$ cat src/rtl/operand_frame_sequencer.sv
// operand_frame_sequencer: frames A/B beats from a shared bus into an external adder and hands off the registered result
module operand_frame_sequencer #(
    parameter int WIDTH = 7,
    parameter int CNT_WIDTH = 8
) (
    input  logic                 clk,
    input  logic                 rst_n,
    input  logic [WIDTH-1:0]     ab_in,
    input  logic                 in_valid,
    output logic                 in_ready,
    output logic [WIDTH-1:0]     op_a,
    output logic [WIDTH-1:0]     op_b,
    input  logic [WIDTH-1:0]     sum_in,
    input  logic                 carry_in,
    output logic                 res_valid,
    input  logic                 res_ready,
    output logic [WIDTH-1:0]     res_sum,
    output logic                 res_carry,
    output logic                 busy,
    output logic [CNT_WIDTH-1:0] done_count
);
    typedef enum logic [1:0] {S_A, S_B, S_ADD, S_OUT} state_t;
    state_t state, state_nx;
    always_ff @(posedge clk or negedge rst_n) begin
        if (!rst_n) state <= S_A;
        else state <= state_nx;
    end
    always_comb begin
        state_nx = state;
        in_ready = state == S_A || state == S_B;
        res_valid = state == S_OUT;
        busy = state != S_A;
        state_nx = state == S_A   ? (in_valid  ? S_B   : S_A) :
                   state == S_B   ? (in_valid  ? S_ADD : S_B) :
                   state == S_ADD ? S_OUT :
                                    (res_ready ? S_A   : S_OUT);
    end
    always_ff @(posedge clk or negedge rst_n) begin
        if (!rst_n) begin
            op_a       <= '0;
            op_b       <= '0;
            res_sum    <= '0;
            res_carry  <= 1'b0;
            done_count <= '0;
        end else begin
            if (state == S_A && in_valid) op_a <= ab_in;
            if (state == S_B && in_valid) op_b <= ab_in;
            if (state == S_ADD) begin
                res_sum   <= sum_in;
                res_carry <= carry_in;
            end
            if (state == S_OUT && res_ready) done_count <= done_count + CNT_WIDTH'(1);
        end
    end
endmodule

$ cat config.mk
export PLATFORM = sky130hd
export DESIGN_NAME = operand_frame_sequencer
export DESIGN_NICKNAME = d
export VERILOG_FILES = /design/src/rtl/operand_frame_sequencer.sv
export SDC_FILE = /design/constraint.sdc
export NUM_CORES = 1
export LEC_CHECK = 0
export ABC_AREA = 1
export CORE_ASPECT_RATIO = 0.8
export CORE_MARGIN = 3
export CORE_UTILIZATION = 32
export DETAILED_ROUTE_END_ITERATION = 16
export PLACE_DENSITY_LB_ADDON = 0.12
export SLEW_MARGIN = 10
export SYNTH_ARGS = -nofsm -noshare
export SYNTH_HDL_FRONTEND = slang
export SYNTH_SLANG_ARGS = --single-unit
$ cat constraint.sdc
create_clock -name clk -period 1.55 [get_ports clk]
set_clock_uncertainty 0.05 [all_clocks]
set_input_delay 0.31 -clock clk [delete_from_list [all_inputs] [get_ports clk]]
set_output_delay 0.31 -clock clk [all_outputs]
set_load 0.02 [all_outputs]
==> metrics.txt, run 1 <==
run status finished clean; sw power 1640 µW; first-pass GRT wire length between 5 and 6 mm; WHS approximately 0.34 ns; Die Span Y between 60 and 70 µm; Final Cycle Share 0.953; fin. max-slew vios 0; CP max stage delay between 0.4 and 0.5 ns; vias in the first global route about 1100; Nets around 240; number of fill cells in the layout roughly 400; Total GRT Usage 0.133; Yosys cell types 17; Least-Margin Pin Slew roughly 0.4 ns; io pins 52; Slowest-stage cell, CP dfrtp_2; Yosys reg bits 32; critical path data arrival time approximately 1.1 ns; clk buf depth 2; Routed Antenna Nets 0; Die W around 80 µm; switching share of total power 0.424; leading cell types by total area after synthesis dfrtp_1 (57%), nand2_1 (11%), inv_1 (7.7%), o21ai_0 (5.3%), o21ai_2 (5.0%); layout cells sized above 1 0.138; CTS H-tree depth 2; required time of the worst setup path 1.19 ns; Detailed Place HPWL about 2.2 mm; clock latency on the worst-skew pair between 0.2 and 0.3 ns; Final setup viols 0; CP Cell Sequence inv_2 -> clkdlybuf4s15_1; Tmin final ~1.5 ns; Reg2Reg Depth 3; Pre-antenna DRT Iters 5; Crit. End Element output port; pwr dens 1890 nW/µm²; core area about 4000 µm²; Site Rows 20; Bufs and invs on worst path 2; GR Overflow Total 0; Final Hold Vio Count 0; CP Launch Type register; Syn Area/Cell between 9 and 10 µm²; root buf cell clkbuf_8; sequential share of power 0.371; Num CTS Buffers 5; CTS tree yes; combinational share of power 0.475; worst vdd ir approximately 0.67 mV; Clock power frac 0.154; Wirelength per Cell approximately 11 µm; Fmax 677 MHz; Critical Path Stages 2; hold buffer count at CTS 0; worst hold path class in2async; Synth Warn # 0; routability congestion estimate 0.758; Slew HR 0.733; Clk pin slew, worst setup/hold paths ~0.060 ns; die area ~5200 µm²; DRC errors left 0; 1st-iter DRT viols about 120; RSZ-0062 raised after global routing false; Final Cell Area between 2000 and 2500 µm²; Via density 4.28; P_leak roughly 0.0011 µW; Placed Area approximately 2000 µm²; Area Overhead vs Synth 45.3%; total routed wirelength roughly 3.1 mm; reg2reg setup slack between 0.2 and 0.3 ns; P_int 2220 µW; pin count of the biggest net entering global routing 33; Synth top area share 0.570; Seq/Total Area, Yosys 0.570; Ant. Diodes 0; I/O Buffers a little over 50; initial antenna violation count 0; max cap viols 0; Post-Syn Area about 1400 µm²; via count 1165; area leader, netlist dfrtp_1; Sink Count 32; Initial Util 0.351; largest fanout on the critical path 5; Largest delay share family, worst path flip-flops; Syn Nets between 150 and 200; CP Class reg2out; cell count after synthesis 156
==> layer usage <==
metal | GRT usage | vias up | share of wire
met5 | 0 | - | 0
met4 | 0.0633 | 0 | 0.024
met3 | 0.0603 | 12 | 0.091
met2 | 0.188 | 43 | 0.42
met1 | 0.173 | 521 | 0.47
li1 | - | 589 | -
==> cells in the mapped netlist <==
library cell   n
nand3_2        1
o21ai_0       15
buf_12         1
nor2_1         8
inv_2          1
o21ai_2        8
nand2_2        2
or2_1          1
xor2_1         4
clkinv_1       1
dfrtp_1       32
buf_6          1
buf_2          2
nand3_1        9
inv_1         29
ha_1           1
nand2_1       40
==> state kept, by name, indices dropped and copies added (netlist names) <==
name        cells
done_count      8
state           2
res_sum         7
res_carry       1
op_a            7
op_b            7
==> placed cells by master (no fill, tap or decap), drive strengths merged <==
master         count
dlygate4sd2       30
clkdlybuf4s50     18
nand3             10
or2                1
dfrtp             32
inv               30
o21ai             23
clkinv             2
buf                8
ha                 1
xor2               4
clkbuf             7
nand2             42
clkdlybuf4s15      1
nor2               8
==> repair_timing <==
item / 4_1_cts / 5_1_grt
endpoints found under the setup margin: 33 / 7
buffers inserted: 1 / 0
hold endpoints to repair: 0 / 0
gates resized for setup: 36 / 6
==> final cells by class <==
| class | instances | area, µm² | share of cell area |
|---|---|---|---|
| Clock buffer | 6 | 72.6 | 0.0355 |
| Multi-Input combinational cell | 89 | 449 | 0.220 |
| Timing Repair Buffer | 58 | 528 | 0.259 |
| Sequential cell | 32 | 802 | 0.393 |
| Inverter | 31 | 116 | 0.0570 |
| Tap cell | 55 | 68.8 | 0.0337 |
| Clock inverter | 1 | 5.00 | 0.00245 |
==> path summary, 6_finish.rpt <==
check / from / to
max in group asynchronous: rst_n / state[1]
setup reg to reg: state[0] / res_sum[0]
hold / removal: rst_n / op_a[5]
hold reg to reg: res_sum[6] / res_sum[6]
setup / recovery: state[1] / in_ready
min in group clk: res_sum[6] / res_sum[6]
==> cells by family after synthesis <==
family                   Yosys count  synth area share
AND/OR/NAND/NOR                   61             0.181
buffers and inverters             35             0.112
flip-flops                        32             0.570
AO/OA/AOI/OAI                     23             0.103
XOR/XNOR                           4            0.0249
adder cells (fa/ha/maj)            1           0.00890
==> metrics by stage <==
stage	setup WS [ns]	TNS, ns	utilization	instances	total power, µW
floorplan	0.305	0	-	156	2600
global placement	-0.00645	-0.00645	0.500	264	3510
detailed placement	-0.0178	-0.0808	0.500	264	3540
CTS	-0.0169	-0.0169	0.512	272	3920
global route	0.00223	0	0.510	272	4180
finish	0.0721	0	0.510	272	3860
==> power groups by stage <==
stage | clock, µW | sequential, µW | combinational [µW]
after CTS | 614 | 1430 | 1870
final | 595 | 1430 | 1830
after floorplan | 0 | 1840 | 755
after global routing | 652 | 1500 | 2030
after detailed placement | 0 | 1450 | 2090
after global placement | 0 | 1440 | 2060
No activity file was read; power rests on OpenSTA's default activity.
==> run 2, diff against run 1 <==
--- a/config.mk
+++ b/config.mk
@@ -8,7 +8,7 @@
 export ABC_AREA = 1
 export CORE_ASPECT_RATIO = 0.8
 export CORE_MARGIN = 3
-export CORE_UTILIZATION = 32
+export CORE_UTILIZATION = 25
 export DETAILED_ROUTE_END_ITERATION = 16
 export PLACE_DENSITY_LB_ADDON = 0.12
 export SLEW_MARGIN = 10
==> run 2 against run 1 <==
Against the previous run: register-to-register slack worse by 0.09 ns; flip-flop and latch count unchanged; sequential share of layout area down 1.5 points; utilization down 10 points; die area up 26%; maximum frequency down 1.5%; hold slack better by 0.0012 ns; wire length up 11%; final cell count up 8.1%; sequential power about the same; critical path type unchanged; largest cell class unchanged; highest routed layer unchanged.
==> metrics.txt, run 2 (same netlist as run 1, synthesis figures left out) <==
Crit. End Element output port; Wirelength per Cell 11.5 µm (+2.5%); total routed wirelength 3.38 mm (+11%); RSZ-0062 raised after global routing true; Num CTS Buffers 5 (unchanged); Clk pin slew, worst setup/hold paths 0.07 ns (about the same); core area 5210 µm² (+30%); max cap viols 0 (unchanged); Slew HR 0.744 (+0.0109); DRC errors left 0 (unchanged); largest fanout on the critical path 5 (unchanged); Final Hold Vio Count 0 (unchanged); worst r2r src state[1]; Ant. Diodes 0 (unchanged); Top reg by flops done_count; via count 1177 (+1.0%); root buf cell clkbuf_8; 1st-iter DRT viols 35 (-70%); pin count of the biggest net entering global routing 33 (unchanged); max reg flops 8 (unchanged); reg2reg setup slack 0.16 ns (-0.09 ns); Via density 4.00 (-6.5%); critical path data arrival time 1.14 ns (+0.02 ns); Fmax 666 MHz (-1.5%); pwr dens 1930 nW/µm² (+2.2%); vias in the first global route 1180 (+4.3%); required time of the worst setup path 1.19 ns (about the same); P_leak 0.00112 µW (+2.7%); first-pass GRT wire length 5.93 mm (+13%); setup slack at placement -0.0461 ns (-0.0283 ns); routability congestion estimate 0.755 (-0.42%); final core occ 0.407 (-0.103); worst vdd ir 0.602 mV (-9.7%); Reg2Reg Depth 5 (+2); CTS H-tree depth 2 (unchanged); die area 6560 µm² (+26%); run status finished clean; number of fill cells in the layout 531 (+33%); Tmin final 1.50 ns (+0.0228 ns); Die Span Y 73.1 µm (+12%); Final Cycle Share 0.968 (+0.0147); Area Overhead vs Synth 51.0%; Pre-antenna DRT Iters 4 (-1); GR Overflow Total 0 (unchanged); hold buffer count at CTS 0 (unchanged); Die W 89.8 µm (+12%); most common cell after layout, fill and taps aside nand2_1; Nets 238 (+0.42%); clk buf depth 2 (unchanged); Total GRT Usage 0.115 (-0.0185); Final setup viols 0 (unchanged); overall power 4100 µW (+6.2%); clock latency on the worst-skew pair 0.28 ns (about the same); initial antenna violation count 0 (unchanged); final setup margin 0.0493 ns (-0.0228 ns); CP Class reg2out; Least-Margin Pin Slew 0.384 ns (-0.0164 ns); Sink Count 32 (unchanged); io pins 52 (unchanged); Routed Antenna Nets 0 (unchanged); CTS tree yes; worst hold path class in2async; most frequent cells in the layout nand2_1 (40), dfrtp_1 (31), dlygate4sd2_1 (31); Site Rows 23 (+15%); fin. max-slew vios 0 (unchanged); I/O Buffers 51 (unchanged); CP Launch Type register; layout cells sized above 1 0.146 (+0.00787); R2R Path End res_sum[1]; Detailed Place HPWL 2.55 mm (+14%); Initial Util 0.270 (-0.0812)
==> run 2: metal layers <==
metal	global-route usage	share of wire	vias to the layer above
met5	0	0	-
li1	-	-	596
met2	0.181	0.47	36
met1	0.142	0.45	540
met3	0.0443	0.069	5
met4	0.0510	0.012	0
==> run 2: area by class of cell <==
cell class,count,area (µm²),share of cell area
inverters,31,116,0.0548
clock inverters,2,35.0,0.0165
flip-flops and latches,32,802,0.378
well taps,75,93.8,0.0442
clock buffers,6,72.6,0.0342
repair buffers,59,553,0.261
multi-input cells,89,449,0.212
==> run 2: power by group <==
group | switching [µW] | leakage (µW) | internal (µW) | total, µW
clock | 299 | 0.0000552 | 477 | 776
combinational | 1140 | 0.000681 | 766 | 1900
sequential | 226 | 0.000384 | 1200 | 1420
==> run 2: repair_timing <==
action	CTS	global route
buffers inserted	1	0
endpoints found under the setup margin	35	11
resized for setup	36	4
pin swaps	0	0
==> run 2: worst max path at each step <==
stage | start | end | slack [ns]
6_report | state[1] | busy | 0.05
4_1_cts | state[1] | busy | 0.001
5_1_grt | state[0] | busy | -0.04
3_5_place_dp | in_valid | op_b[5] | -0.05
3_3_place_gp | res_ready | done_count[7] | -0.009
2_1_floorplan | done_count[1] | done_count[6] | 0.30
==> run 2: through the flow <==
step / TNS, ns / hold slack, ns / area, µm² / cells
after detailed placement: -0.208 / 0.423 / 2050 / 285
after global placement: -0.0130 / 0.412 / 2050 / 285
after CTS: 0 / 0.339 / 2120 / 294
after floorplan: 0 / -0.0356 / 1410 / 156
final: 0 / 0.338 / 2120 / 294
after global routing: -0.0420 / 0.351 / 2120 / 294
==> run 2: critical path, cell delays in order (launching register included) <==
cell and delay, ns:
dfrtp_2 0.44, nor2_2 0.11, inv_1 0.06, clkdlybuf4s15_2 0.25
